## config.mk

```make
export PLATFORM = sky130hd
export DESIGN_NAME = q_event_fifo
export DESIGN_NICKNAME = d
export VERILOG_FILES = /design/src/rtl/q_event_fifo.sv
export SDC_FILE = /design/constraint.sdc
export NUM_CORES = 2
export LEC_CHECK = 0
export ABC_AREA = 1
export CAP_MARGIN = 20
export CORE_MARGIN = 2
export CORE_UTILIZATION = 60
export CTS_BUF_LIST = sky130_fd_sc_hd__clkbuf_8 sky130_fd_sc_hd__clkbuf_16
export CTS_CLUSTER_DIAMETER = 30
export DETAILED_ROUTE_END_ITERATION = 6
export PLACE_DENSITY = 0.79
export SYNTH_ARGS = -nofsm -noshare
export SYNTH_HDL_FRONTEND = slang
export SYNTH_SLANG_ARGS = --single-unit
export TNS_END_PERCENT = 20
```

## constraint.sdc

```tcl
create_clock -name clk -period 6.7 [get_ports clk]
set_input_delay 1.34 -clock clk [delete_from_list [all_inputs] [get_ports clk]]
set_output_delay 1.34 -clock clk [all_outputs]
set_load 0.02 [all_outputs]
```

## src/rtl/q_event_fifo.sv

```systemverilog
// q_event_fifo: timestamps qualified charge words and buffers them in a
// first-word-fall-through FIFO drained over a valid/ready handshake.
// Events below q_min are ignored; events arriving while full are dropped
// and counted in a saturating overflow counter.
module q_event_fifo #(
    parameter int DEPTH_LOG2 = 4,
    parameter int TS_WIDTH   = 32,
    parameter int OVF_WIDTH  = 16
) (
    input  logic                  clk,
    input  logic                  reset_n,
    input  logic [30:0]           q_in,
    input  logic                  q_valid_in,
    input  logic [30:0]           q_min,
    input  logic                  evt_ready,
    input  logic                  clr_ovf,
    output logic                  evt_valid,
    output logic [30:0]           evt_q,
    output logic [TS_WIDTH-1:0]   evt_ts,
    output logic [DEPTH_LOG2:0]   fifo_count,
    output logic [OVF_WIDTH-1:0]  ovf_cnt,
    output logic                  full
);
    localparam int DEPTH = 1 << DEPTH_LOG2;
    localparam logic [DEPTH_LOG2:0]   CNT_ONE  = 1;
    localparam logic [DEPTH_LOG2:0]   CNT_FULL = {1'b1, {DEPTH_LOG2{1'b0}}};
    localparam logic [DEPTH_LOG2-1:0] PTR_ONE  = 1;
    localparam logic [TS_WIDTH-1:0]   TS_ONE   = 1;
    localparam logic [OVF_WIDTH-1:0]  OVF_ONE  = 1;

    logic [TS_WIDTH-1:0]   ts;
    logic [DEPTH_LOG2-1:0] wr_ptr, rd_ptr, rd_nxt;
    logic [DEPTH_LOG2:0]   count_nxt;
    logic [30:0]           mem_q  [DEPTH];
    logic [TS_WIDTH-1:0]   mem_ts [DEPTH];
    logic                  cand, wr_en, drop, pop;
    logic [30:0]           head_q_nxt;
    logic [TS_WIDTH-1:0]   head_ts_nxt;

    // Qualification and write/drop decisions use only the registered full flag,
    // so a pop in the same cycle never rescues an incoming event.
    assign cand  = q_valid_in && ($signed(q_in) >= $signed(q_min));
    assign wr_en = cand && !full;
    assign drop  = cand && full;
    assign pop   = evt_valid && evt_ready;
    assign rd_nxt = pop ? rd_ptr + PTR_ONE : rd_ptr;

    // Next occupancy and next head word. The head bypasses storage when the
    // entry being written this cycle is the one that becomes the head.
    always_comb begin
        count_nxt   = fifo_count;
        head_q_nxt  = '0;
        head_ts_nxt = '0;
        case ({wr_en, pop})
            2'b10:   count_nxt = fifo_count + CNT_ONE;
            2'b01:   count_nxt = fifo_count - CNT_ONE;
            default: count_nxt = fifo_count;
        endcase
        if (count_nxt != '0) begin
            if (wr_en && (wr_ptr == rd_nxt)) begin
                head_q_nxt  = q_in;
                head_ts_nxt = ts;
            end else begin
                head_q_nxt  = mem_q[rd_nxt];
                head_ts_nxt = mem_ts[rd_nxt];
            end
        end
    end

    // Event storage; contents are don't-care out of reset.
    always_ff @(posedge clk) begin
        if (wr_en) begin
            mem_q[wr_ptr]  <= q_in;
            mem_ts[wr_ptr] <= ts;
        end
    end

    // Timestamp, pointers, occupancy and registered head/status outputs.
    always_ff @(posedge clk or negedge reset_n) begin
        if (!reset_n) begin
            ts         <= '0;
            wr_ptr     <= '0;
            rd_ptr     <= '0;
            fifo_count <= '0;
            evt_valid  <= 1'b0;
            full       <= 1'b0;
            evt_q      <= '0;
            evt_ts     <= '0;
        end else begin
            ts         <= ts + TS_ONE;
            if (wr_en) wr_ptr <= wr_ptr + PTR_ONE;
            rd_ptr     <= rd_nxt;
            fifo_count <= count_nxt;
            evt_valid  <= (count_nxt != '0);
            full       <= (count_nxt == CNT_FULL);
            evt_q      <= head_q_nxt;
            evt_ts     <= head_ts_nxt;
        end
    end

    // Saturating dropped-event counter; a clear in a drop cycle leaves one.
    always_ff @(posedge clk or negedge reset_n) begin
        if (!reset_n) begin
            ovf_cnt <= '0;
        end else if (clr_ovf) begin
            ovf_cnt <= drop ? OVF_ONE : '0;
        end else if (drop && !(&ovf_cnt)) begin
            ovf_cnt <= ovf_cnt + OVF_ONE;
        end
    end
endmodule

```

Yosys cells after proc, flatten, opt, wreduce, memory -nomap -nowiden
Memories as Yosys holds them, arrays and structs flattened. Cells that the tools add are included.

Bits in registers: 126. Output and inout port bits: 86. Word-level logic and storage cells: 44. Memories kept: 2. Input port bits: 67. RAM bits: 1008.

Memory list: mem_ts (depth 16, width 32, read ports 1, clocked after memory_dff 0, wr ports 1, RTL line 35) `logic [TS_WIDTH-1:0] mem_ts [DEPTH];`; mem_q (depth 16, width 31, read ports 1, clocked after memory_dff 0, wr ports 1, RTL line 34) `logic [30:0] mem_q [DEPTH];`.

Muxes and demuxes: 11. Eq/ne operators: 4. Magnitude comparators: 1. Add/sub/neg operators: 6. Reductions and logical operators: 11.

Operator list (number): $mux W32 (2); $mux W31 (2); $add A32 B1 Y32 const B (1); $mux W16 (2); $ge A31 B31 Y1 (1); $add A16 B1 Y16 const B (1); $reduce_and A16 Y1 (1); $pmux W5 S2 (1); $add A4 B1 Y4 const B (2); $logic_and A1 B1 Y1 (6); $add A5 B1 Y5 const B (1); $eq A5 B5 Y1 const B (1); $reduce_bool A5 Y1 (1); $sub A5 B1 Y5 const B (1); $eq A4 B4 Y1 (1); $mux W4 (1); $mux W1 (3); $eq A2 B1 Y1 const B (1); $eq A2 B2 Y1 const B (1); $logic_not A1 Y1 (2); $reduce_bool A2 Y1 (1).

Logic depth before layout (Yosys ltp)
Depth in word-level cells: 7. Gate-level depth with buffers: 30. Gate-level depth less buffers: 28.

Worst setup path before layout
OpenSTA, ideal clock, no wires.

Path type: in2reg. Start point: in q_min[30]. End point: mem mem_q[10][0] (enable). Path slack: -892 ps. Cell stages on the path: 15. Arrival time: 7030 ps. Path through: inv_1 ha_1 nand2_1 inv_2 nand2_1 nor2_1 nand2_1 nor2_1 nor2_1 nand2_1 nand2_1 nand3_2 nand3_1 buf_2 nor3_1.

Word-level cells in the longest chain between the ends: 5.

Ends and longest elaborated chain: from (decl) (RTL line 14) `input logic [30:0] q_min,`; $ge A31 B31 Y1 (RTL line 42) `assign cand = q_valid_in && ($signed(q_in) >= $signed(q_min));`; $logic_and A1 B1 Y1 (RTL line 42); $logic_and A1 B1 Y1 (RTL line 43) `assign wr_en = cand && !full;`; $mux W1 (RTL line 72) `if (wr_en) begin`; $mux W1 (implied by the code) (RTL line 73) `mem_q[wr_ptr] <= q_in;`; to (decl) (RTL line 34).

No other way between the ends.

Worst setup path after layout
Start point: in q_in[30]. End point: reg evt_q[16].

Word-level cells in the longest chain between the ends: 7.

Ends and longest elaborated chain: from (decl) (RTL line 12) `input logic [30:0] q_in,`; $ge A31 B31 Y1 * (RTL line 42); $logic_and A1 B1 Y1 * (RTL line 42); $logic_and A1 B1 Y1 * (RTL line 43); $eq A2 B1 Y1 or $eq A2 B2 Y1 (tied branches) (RTL line 54) `case ({wr_en, pop})`; $pmux W5 S2 * (RTL line 54); via count_nxt[4] (RTL line 33) `logic [DEPTH_LOG2:0] count_nxt;`; $reduce_bool A5 Y1 * (RTL line 59) `if (count_nxt != '0) begin`; $mux W31 * (RTL line 59); via head_q_nxt[16] (RTL line 37) `logic [30:0] head_q_nxt;`; to (signal assigned) (RTL line 96) `evt_q <= head_q_nxt;`; to (decl) (RTL line 18) `output logic [30:0] evt_q,`.

The timed path passes the listed nets; every way through them passes the cells marked *. A chain may end at the register's enable or synchronous reset.

==> flow_summary.toml <==
[clock_network]
htreeDepth = 4
clk_pin_slew_worst_paths_ps = 50
clock_path_buffers = 3
cts.sinks = 1134
cts_resized = 0
post_cts_buffers = 0
cts_hold_buf = 0
clk-insertion-delay-late_ps = 750
cts_tree = "built"
cts_buffers = 170
root_buffer = "clkbuf_16"

[power_and_ir_drop]
p_leak_nw = 21.4
total_power_mw = 26.3
cellPowerDensity_nw_per_um2 = 477
irDropWorstVdd_mv = 0.574

[place]
dpl_worst_slack_ps = 699
dpl.hpwl_um = 60600
gp_congestion = 0.845
postPlaceCellArea_um2 = 49400
portBuffers = 152
dp_cells = 5103

[finish]
drive_gt1_share_pct = 9.74
final_area_um2 = 55300
fin_nets = 4344
instances_no_fill = 5424
syn2layout_area_growth_pct = 18.2

[sta]
setup_ws_ps = 1230
finalSetupViolations = 0
rsz0062_at_grt = "false"
fmax_mhz = 183
setup_tns_ps = 0
max_slew_margin_pct = 29.7
min_period_over_period_pct = 81.6
period_minus_slack_ps = 5470
worst_pin_slew_ps = 1050
maxSlewViolCount = 0
hold_violations = 0
fin_skew_ps = 28.6

[synth]
synth-simple-area-share_pct = 22.2
synth_top_family_by_area = "simple AND/OR/NAND/NOR gates"
synth_seq_cells = 1134
synthTopCellsByArea = "edfxtp_1, nand2_1, nand3_1"
yosys_warnings = 0
synth_mux_area_share_pct = 0.0214
synth_cell_type_count = 43
postSynthCellCount = 4052
yosysSeqAreaShare_pct = 71.5
synthesis.nets = 4160
async_flop_share_pct = 11.1
synth_top_area_share_pct = 64.7
syn_avg_cell_area_um2 = 11.5
synth_compound_area_share_pct = 0.770
synth_top_cells_by_count = "nand2_1, edfxtp_1, nand3_1"
yosys_most_used_dff = "edfxtp_1"
synthesis.area_um2 = 46800
synth_xor_area_share_pct = 0.896
synth_top_area_cell = "edfxtp_1"
synth_edf_count = 1008
synth_most_common_cell = "nand2_1"
synthAdderAreaFrac_pct = 1.10

[routing]
post_drt_wl_per_cell_um = 23.1
ant_nets = 0
route.detailed.drc = 0
wirelength_um = 126000
vias = 32700
routed_via_density = 6.03
first_pass_iters = 6
drtIter0Drc = 4249

[worst_setup_path]
r2r_slack_ps = 3020
crit_fanout = 40
critical_path_required_ps = 7380
critPathArrivalTime_ps = 6140
endpoint_kind = "flip-flop"
worstSetupPathType = "in2reg"
cp-start-kind = "input pin"

[floorplan]
dieArea_um2 = 80200
core-area_um2 = 77300
num_io_pins = 153
start_util_pct = 60.5
die_h_um = 283
die_x_um = 283
rows = 102

[global_routing]
antenna_found_initial = 2
grt_pass1_vias = 32100
grt.overflow.total = 0
grt_pass1_wl_um = 188000
track_usage_pct = 31.2
grt_max_degree = 177

[run]
drv_cap = 0

[worst_hold_path]
hold_class = "reg2reg"

[status]
outcome = "finished clean"
[path summary, 6_finish.rpt]
kind	end	startpoint	depth (start not counted)
worst max register to register	evt_q[16]$_DFF_PN0_	evt_valid$_DFF_PN0_	14
worst min register to register	ovf_cnt[1]$_DFFE_PN0P_	ovf_cnt[1]$_DFFE_PN0P_	2
worst max-delay path	evt_q[16]$_DFF_PN0_	q_in[30]	26
worst min-delay path	ovf_cnt[1]$_DFFE_PN0P_	ovf_cnt[1]$_DFFE_PN0P_	2
min in group asynchronous	evt_q[27]$_DFF_PN0_	reset_n	1
max in group asynchronous	ts[28]$_DFF_PN0_	reset_n	2
[registers in the layout, indices dropped and copies added (netlist names)]
| name | cells |
|---|---|
| fifo_count | 5 |
| rd_ptr | 4 |
| mem_ts | 512 |
| ts | 32 |
| wr_ptr | 4 |
| evt_valid | 1 |
| mem_q | 496 |
| evt_ts | 32 |
| ovf_cnt | 16 |
| evt_q | 31 |
| full | 1 |
[cell families (layout without fill, tap and decap cells)]
logic type / Yosys count / count (layout)
other: 0 / 2
buffers and inverters: 357 / 687
adder cells (fa/ha/maj): 41 / 41
AND/OR/NAND/NOR: 2415 / 2415
XOR/XNOR: 47 / 47
AO/OA/AOI/OAI: 57 / 57
multiplexers: 1 / 1
flip-flops: 1134 / 1134
[cell type report]
| cell class | count | area [um^2] |
|---|---|---|
| multi-input cells | 2561 | 11800 |
| inverters | 125 | 492 |
| flip-flops and latches | 1134 | 33400 |
| well taps | 1040 | 1300 |
| clock buffers | 180 | 4440 |
| repair buffers | 244 | 2410 |
| fillers | 4838 | 22100 |
| clock inverters | 138 | 1390 |
| diodes | 2 | 5.00 |
[through the flow]
step / hold WS, ps / util (%)
after CTS: 554 / 71.4
after global placement: 524 / 63.9
after global routing: 620 / 71.5
after floorplan: 496 / -
final: 576 / 71.5
after detailed placement: 540 / 63.9
[cells in the final DEF (no fill, tap or decap), types with 7 or more instances in the layout]
master              n
nor2_2              7
clkinv_2           23
nor2_1            143
clkdlybuf4s50_1   151
inv_1             137
buf_12             16
edfxtp_1         1008
nor3_2             18
xor2_1             32
inv_6              25
o21bai_1           24
nand4_1            12
clkbuf_16         174
a21oi_1            13
nor3_1             11
o21ai_1             9
ha_1               41
bufinv_16          17
nand2_1          1296
clkinv_1           12
nand3_1           909
clkinv_4           16
buf_4              76
dfrtp_1           126
clkinvlp_4         20
xnor2_1            14
[where the power goes]
group | leakage, nW | internal (mW) | switching [mW]
logic | 7.93 | 2.73 | 6.29
registers | 10.6 | 8.23 | 0.250
clock network | 2.88 | 5.52 | 3.32
[worst max-delay path: stages]
cell and delay [ps]:
clkdlybuf4s50_1 650, ha_1 470, nand2_1 100, inv_2 50, nand2_1 60, nor2_1 180
nand2_1 90, nor2_1 120, nor2_1 60, nand3_1 100, nand3_2 280, nand3_1 190
buf_4 330, ha_1 280, nand2_1 60, inv_1 80, nor2_1 70, nor2_2 160
a21oi_1 110, o21ai_2 90, xor2_2 200, nor2_2 90, inv_2 60, buf_4 580
nand2_1 140, nor2_1 130
[per-layer routing]
metal  part of all wire [%]  vias up  track usage [%]  wire [um]
met5                  0.011        -                0         14
met4                    4.5        2             15.3       5620
met1                     36    15600             41.2      45600
met3                     12      403             6.59      14400
li1                       -    14500                -          -
met2                     48     2156             49.8      59900
Note: power is estimated with default switching activity, not from simulation.
